**src/rtl/pc_sequencer.sv**
```systemverilog
// rtl/pc_sequencer.sv - multicycle MIPS PC sequencer (FETCH/DECODE/UPDATE), optional target check under PC_ALIGN_CHECK_EN
module pc_sequencer #(
    parameter logic [31:0] RESET_VECTOR  = 32'h0000_0000,
    parameter int unsigned FETCH_TIMEOUT = 16
) (
    input  logic        clk,
    input  logic        reset_n,
    input  logic        fetch_ack,
    input  logic        dec_valid,
    input  logic        is_branch,
    input  logic        branch_taken,
    input  logic        is_jump,
    input  logic        is_jr,
    input  logic        exc_req,
    input  logic [31:0] pc_next,
    output logic [2:0]  pc_source,
    output logic [31:0] pc,
    output logic        pc_write,
    output logic        fetch_req,
    output logic [31:0] epc,
    output logic [1:0]  exc_cause
);
    localparam int CW = (FETCH_TIMEOUT > 1) ? $clog2(FETCH_TIMEOUT) : 1;
    localparam logic [CW-1:0] CNT_LAST = CW'(FETCH_TIMEOUT - 1);
    localparam bit TIMEOUT_EN = (FETCH_TIMEOUT != 0);

    localparam logic [2:0] SRC_SEQ  = 3'd0;
    localparam logic [2:0] SRC_BR   = 3'd1;
    localparam logic [2:0] SRC_JMP  = 3'd2;
    localparam logic [2:0] SRC_REG  = 3'd3;
    localparam logic [2:0] SRC_EXC  = 3'd4;

    localparam logic [1:0] CAUSE_NONE    = 2'd0;
    localparam logic [1:0] CAUSE_INSTR   = 2'd1;
    localparam logic [1:0] CAUSE_ALIGN   = 2'd2;
    localparam logic [1:0] CAUSE_TIMEOUT = 2'd3;

    typedef enum logic [1:0] {
        ST_FETCH  = 2'd0,
        ST_DECODE = 2'd1,
        ST_UPDATE = 2'd2
    } state_t;

    state_t        state_q;
    logic [CW-1:0] cnt_q;
    logic [31:0]   pc_q;
    logic [31:0]   epc_q;
    logic [2:0]    src_q;
    logic [1:0]    cause_q;

    always_ff @(posedge clk) begin
        if (!reset_n) begin
            state_q <= ST_FETCH;
            cnt_q   <= '0;
            pc_q    <= RESET_VECTOR;
            epc_q   <= '0;
            src_q   <= SRC_SEQ;
            cause_q <= CAUSE_NONE;
        end else begin
            case (state_q)
                ST_FETCH: begin
                    // An ack arriving on the last allowed cycle still wins over the timeout.
                    if (fetch_ack) begin
                        cnt_q   <= '0;
                        state_q <= ST_DECODE;
                    end else if (TIMEOUT_EN && cnt_q == CNT_LAST) begin
                        cnt_q   <= '0;
                        src_q   <= SRC_EXC;
                        epc_q   <= pc_q;
                        cause_q <= CAUSE_TIMEOUT;
                        state_q <= ST_UPDATE;
                    end else begin
                        cnt_q <= cnt_q + CW'(1);
                    end
                end
                ST_DECODE: begin
                    if (dec_valid) begin
                        if (exc_req) begin
                            src_q   <= SRC_EXC;
                            epc_q   <= pc_q;
                            cause_q <= CAUSE_INSTR;
                        end else if (is_jr) begin
                            src_q <= SRC_REG;
                        end else if (is_jump) begin
                            src_q <= SRC_JMP;
                        end else if (is_branch && branch_taken) begin
                            src_q <= SRC_BR;
                        end else begin
                            src_q <= SRC_SEQ;
                        end
                        state_q <= ST_UPDATE;
                    end
                end
                ST_UPDATE: begin
`ifdef PC_ALIGN_CHECK_EN
                    // Exception-vector loads skip the check so a bad vector cannot recurse.
                    if (src_q != SRC_EXC && pc_next[1:0] != 2'b00) begin
                        epc_q   <= pc_q;
                        cause_q <= CAUSE_ALIGN;
                        src_q   <= SRC_EXC;
                    end else begin
                        pc_q    <= pc_next;
                        state_q <= ST_FETCH;
                    end
`else
                    pc_q    <= pc_next;
                    state_q <= ST_FETCH;
`endif
                end
                default: state_q <= ST_FETCH;
            endcase
        end
    end

    assign fetch_req = (state_q == ST_FETCH) & reset_n;
    assign pc_write  = (state_q == ST_UPDATE);
    assign pc_source = src_q;
    assign pc        = pc_q;
    assign epc       = epc_q;
    assign exc_cause = cause_q;

endmodule

```
**config.mk**
```make
export PLATFORM = sky130hd
export DESIGN_NAME = pc_sequencer
export DESIGN_NICKNAME = d
export VERILOG_FILES = /design/src/rtl/pc_sequencer.sv
export SDC_FILE = /design/constraint.sdc
export NUM_CORES = 1
export LEC_CHECK = 0
export ABC_AREA = 1
export BUFFER_PORTS_ARGS = -buffer_cell sky130_fd_sc_hd__buf_4
export CORE_MARGIN = 4
export CORE_UTILIZATION = 45
export CTS_CLUSTER_DIAMETER = 120
export DETAILED_ROUTE_END_ITERATION = 10
export GPL_ROUTABILITY_DRIVEN = 1
export HOLD_SLACK_MARGIN = 0.12
export PLACE_DENSITY = 0.72
export SYNTH_ARGS = -nofsm -noshare
export SYNTH_HDL_FRONTEND = slang
export SYNTH_SLANG_ARGS = --single-unit
```
**constraint.sdc**
```tcl
create_clock -name clk -period 1.84 [get_ports clk]
set_input_delay 0.092 -clock clk [delete_from_list [all_inputs] [get_ports clk]]
set_output_delay 0.092 -clock clk [all_outputs]
set_load 0.005 [all_outputs]
```
---- Yosys cells after proc, flatten, opt, wreduce, memory -nomap -nowiden ----
Cells that the tools add are included.
cells by class
  add/subtract/negate cells ............... 1
  equal/unequal tests ..................... 8
  multiplexer cells ....................... 24
  bitwise operators ....................... 1
  reduce and logical (&&, ||, !) cells .... 6
operators by type and width
  kind                   count
  $mux W32               4
  $pmux W32 S2           1
  $mux W2                9
  $mux W3                4
  $mux W4                2
  $ne A2 B2 Y1 const B   4
  $pmux W2 S2            2
  $pmux W3 S2            1
  $reduce_and A5 Y1      1
  $add A4 B1 Y4 const B  1
  $eq A4 B4 Y1 const B   1
  $reduce_and A4 Y1      1
  $ne A3 B3 Y1 const B   1
  $eq A2 B1 Y1 const B   1
  $eq A2 B2 Y1 const B   1
  $logic_not A2 Y1       1
  $reduce_and A2 Y1      1
  $reduce_bool A2 Y1     1
  $and A1 B1 Y1          1
  $logic_and A1 B1 Y1    1
  $mux W1                1
word-level totals
  register bits after elaboration ......... 75
  input bits .............................. 41
  word-level logic and storage cells ...... 46

---- Depth between registers and ports, before layout ----
  depth after elaboration ................. 7
  depth in mapped cells ................... 8

---- Worst setup path after synthesis ----
Ideal clock, no wire load.
  path type ............................... register to register
  start point ............................. register cnt_q[0]
  end point ............................... register epc_q[0], in the netlist epc[0]
  setup time .............................. 113 ps
  data arrival time ....................... 1265 ps
  required time ........................... 1727 ps
  slack ................................... 462 ps
  stages on the path, launching flop included .. 8
  path buffers ............................ 1
  cell sequence ........................... dfxtp_1 -> ha_1 -> nand3_1 -> a21oi_2 -> buf_2 -> nand3_1 -> nand2_1 -> nor2_1
on the way
  word-level cells in the longest chain between the ends .. 3
RTL lines
  element                      RTL line  text
  from (decl)                  45        logic [CW-1:0] cnt_q;
  from (signal assigned)       73        cnt_q <= cnt_q + CW'(1);
  $eq A4 B4 Y1                 66        end else if (TIMEOUT_EN && cnt_q == CNT_LAST) begin
  $ne A2 B2 Y1 (no line)       -
  $reduce_and A5 Y1 (no line)  -
  to (signal assigned)         69        epc_q <= pc_q;
  to (signal assigned)         80        epc_q <= pc_q;
  to (decl)                    47        logic [31:0] epc_q;
Every way passes these cells.
A chain may end at the register's enable or synchronous reset.

---- Final worst setup path ----
  start point ............................. register cnt_q[1]
  end point ............................... register epc_q[6], in the netlist epc[6]
The elaborated chain is that of the path after synthesis.

==> results.ini <==
[clocking]
clk_latency_ns=0.34
cts_setup_buffers=0
cts_root_buffer=clkbuf_8
numCtsBuffers=9
cts_sinks=75
clkSlewWorstSetupHoldPaths_ns=0.07
tritoncts=done
htreeDepth=3
cts_buffer_depth=2

[timing]
hold_viol=0
maxSlewHeadroom_pct=62.7
timing.setup.tns_ns=0
skew_ns=0.00953
min_period_ns=1.65
timing.final.crit_share_pct=89.7
worst_slew_pin_slew_ns=0.559
max_freq_mhz=606
fin_hold_ws_ns=0.137
maxSlewViolCount=0
setup_viol=0
rsz0062_at_grt=false

[setup_path]
end_kind=flop
worstRegToRegCells=8
r2r_start=cnt_q[1]
worstPathMaxFanout=18
required_ns=2.11
cp.arrival_ns=1.92
regToRegSetupSlack_ns=0.19
crit_type=reg2reg
cp-start-kind=flop
r2r-end=epc[6]

[synth]
synth_cell_types=18
synth_nets=435
avgSynthCellArea_um2=7.37
synth.area.top_cells=dfxtp_1 52%, nor2_1 10%, nand2_1 6.9%, a21oi_1 6.7%, nand3_1 6.6%
syn_area_mm2=0.00290
ys_top_cells_by_count=80 x nor2_1, 75 x dfxtp_1, 53 x nand2_1
synth_ff_type=dfxtp_1
async_flop_share_pct=0
yosysTopAreaCell=dfxtp_1
synth-edff-count=0
ys_seq_area_share_pct=51.8
synthMostInstantiatedCell=nor2_1
yosysTopAreaCellShare_pct=51.8
syn_inst=393
yosys_warnings=0
ys_seq_elements=75

[global_route]
grt_usage_pct=21.1
grt_pass1_wl_um=12900
grt_max_degree=65
overflow=0
grt_antenna_before_repair=0
first_global_vias=2808

[drt]
detail-route-antenna-nets=0
remaining_drc_errors=0
post_drt_wl_per_cell_um=13.0
drt_iter0_markers=129
first_pass_iters=5
routed-via-count=3022
wirelength_um=8000
routed_via_density=4.92

[cells_and_area]
drive_above_1_share_pct=25.8
n_fill_cell=514
nNetsFinal=576
multi_input_area_mm2=0.00114
seqCellArea_mm2=0.00150
area_delta_synth_final_pct=51.0

[min_path]
hold_depth=6
min-delay-start=exc_req
hold_class=in2reg
hold_end=pc_source[0]

[run]
max-cap-violations=0

[floorplanning]
fp.dieH_um=88.2
io_pins=112
start_util_pct=47.5
core_area_mm2=0.00610
dieWidth_um=88.2
dieArea_mm2=0.00779
std_cell_rows=28

[power_and_ir_drop]
p_leak_nw=1.99
powerDensity_mw_per_mm2=940
vdd_drop_max_mv=0.647

[placed_design]
gp_congestion=0.795
port_buffers=111
dp_hpwl_um=5160

[run_status]
outcome=finished, final reports clean

-- metal layers --
layer / track usage [%] / share of wire, % / vias to the layer above
met2: 36.2 / 50 / 96
met4: 9.07 / 1.5 / 0
met1: 25.2 / 41 / 1377
met3: 5.03 / 7.3 / 12
met5: 0 / 0 / -
li1: - / - / 1537
-- sequential cells by signal (all words and copies together), names as in the netlist --
signal and flops:
pc_source 3, cnt_q 4, exc_cause 2, epc 32, state_q 2, pc 32
-- cells in the final DEF, fill, tap and decap left out --
| master | n |
|---|---|
| buf_12 | 1 |
| nor3_2 | 1 |
| bufinv_16 | 3 |
| dfxtp_1 | 75 |
| diode_2 | 1 |
| nand4_1 | 2 |
| clkbuf_8 | 9 |
| o21ai_1 | 8 |
| clkinv_2 | 1 |
| a21oi_1 | 39 |
| nor2_4 | 2 |
| a21oi_4 | 1 |
| clkbuf_1 | 1 |
| ha_1 | 1 |
| inv_1 | 39 |
| nand3_1 | 38 |
| inv_2 | 2 |
| o21ai_0 | 28 |
| nand2_1 | 53 |
| nor2_1 | 80 |
| clkinvlp_4 | 1 |
| inv_4 | 1 |
| buf_4 | 117 |
| dlygate4sd3_1 | 35 |
-- kinds of logic after synthesis --
| family | Yosys count | synth area share (%) |
|---|---|---|
| DFF | 75 | 51.8 |
| and+or+nand+nor | 176 | 25.3 |
| adders and majority gates | 1 | 0.432 |
| buffers and inverters | 65 | 9.15 |
| AOI/OAI and AO/OA | 76 | 13.3 |
-- through the flow --
| stage | cell area [µm²] | std cells | total power (W) | utilization (%) | setup slack, ns |
|---|---|---|---|---|---|
| CTS | 4370 | 613 | 0.00413 | 71.7 | 0.149 |
| global route | 4370 | 613 | 0.00430 | 71.7 | 0.0329 |
| global placement | 3790 | 563 | 0.00258 | 62.2 | 0.302 |
| floorplan | 2900 | 393 | 0.00224 | - | 0.462 |
| detailed placement | 3790 | 563 | 0.00260 | 62.2 | 0.214 |
| finish | 4380 | 614 | 0.00411 | 71.8 | 0.189 |
-- critical path, cell delays in order (launching register included) --
cell and delay (ns):
dfxtp_1 0.38, ha_1 0.21, nand3_1 0.21, nand2_1 0.12, nand2_1 0.10, nor2_4 0.12
buf_4 0.25, nor2_1 0.06, nor2_1 0.11
-- timing repair --
action                     in CTS  in global routing
hold endpoints to repair       40                  0
resized for setup               0                  2
hold buffers                   35                  0
setup endpoints to repair       0                  2
-- power breakdown --
part / leakage, nW / switching [W] / total, W / internal, W
Sequential: 0.613 / 0.0000772 / 0.00183 / 0.00176
Clock: 0.112 / 0.000599 / 0.00149 / 0.000892
Combinational: 1.27 / 0.000389 / 0.000786 / 0.000398
-- cell type report --
| class | instances | area share (%) |
|---|---|---|
| well taps | 75 | 2.14 |
| repair buffers | 153 | 28.5 |
| diodes | 1 | 0.0572 |
| multi-input cells | 253 | 26.0 |
| inverters | 42 | 3.66 |
| clock inverters | 5 | 2.34 |
| flip-flops and latches | 75 | 34.3 |
| clock buffers | 10 | 2.92 |
-- worst max-delay path by stage --
stage / cells past startpoint / slack, ns / startpoint / endpoint
after global routing: 8 / 0.03 / cnt_q[1] / epc[8]
after detailed placement: 8 / 0.21 / cnt_q[1] / epc[1]
after CTS: 5 / 0.15 / state_q[1] / pc[31]
after global placement: 5 / 0.30 / state_q[1] / pc[31]
after floorplan: 7 / 0.46 / cnt_q[0] / epc[0]
final: 8 / 0.19 / cnt_q[1] / epc[6]
Note: power is estimated with default switching activity, not from simulation.
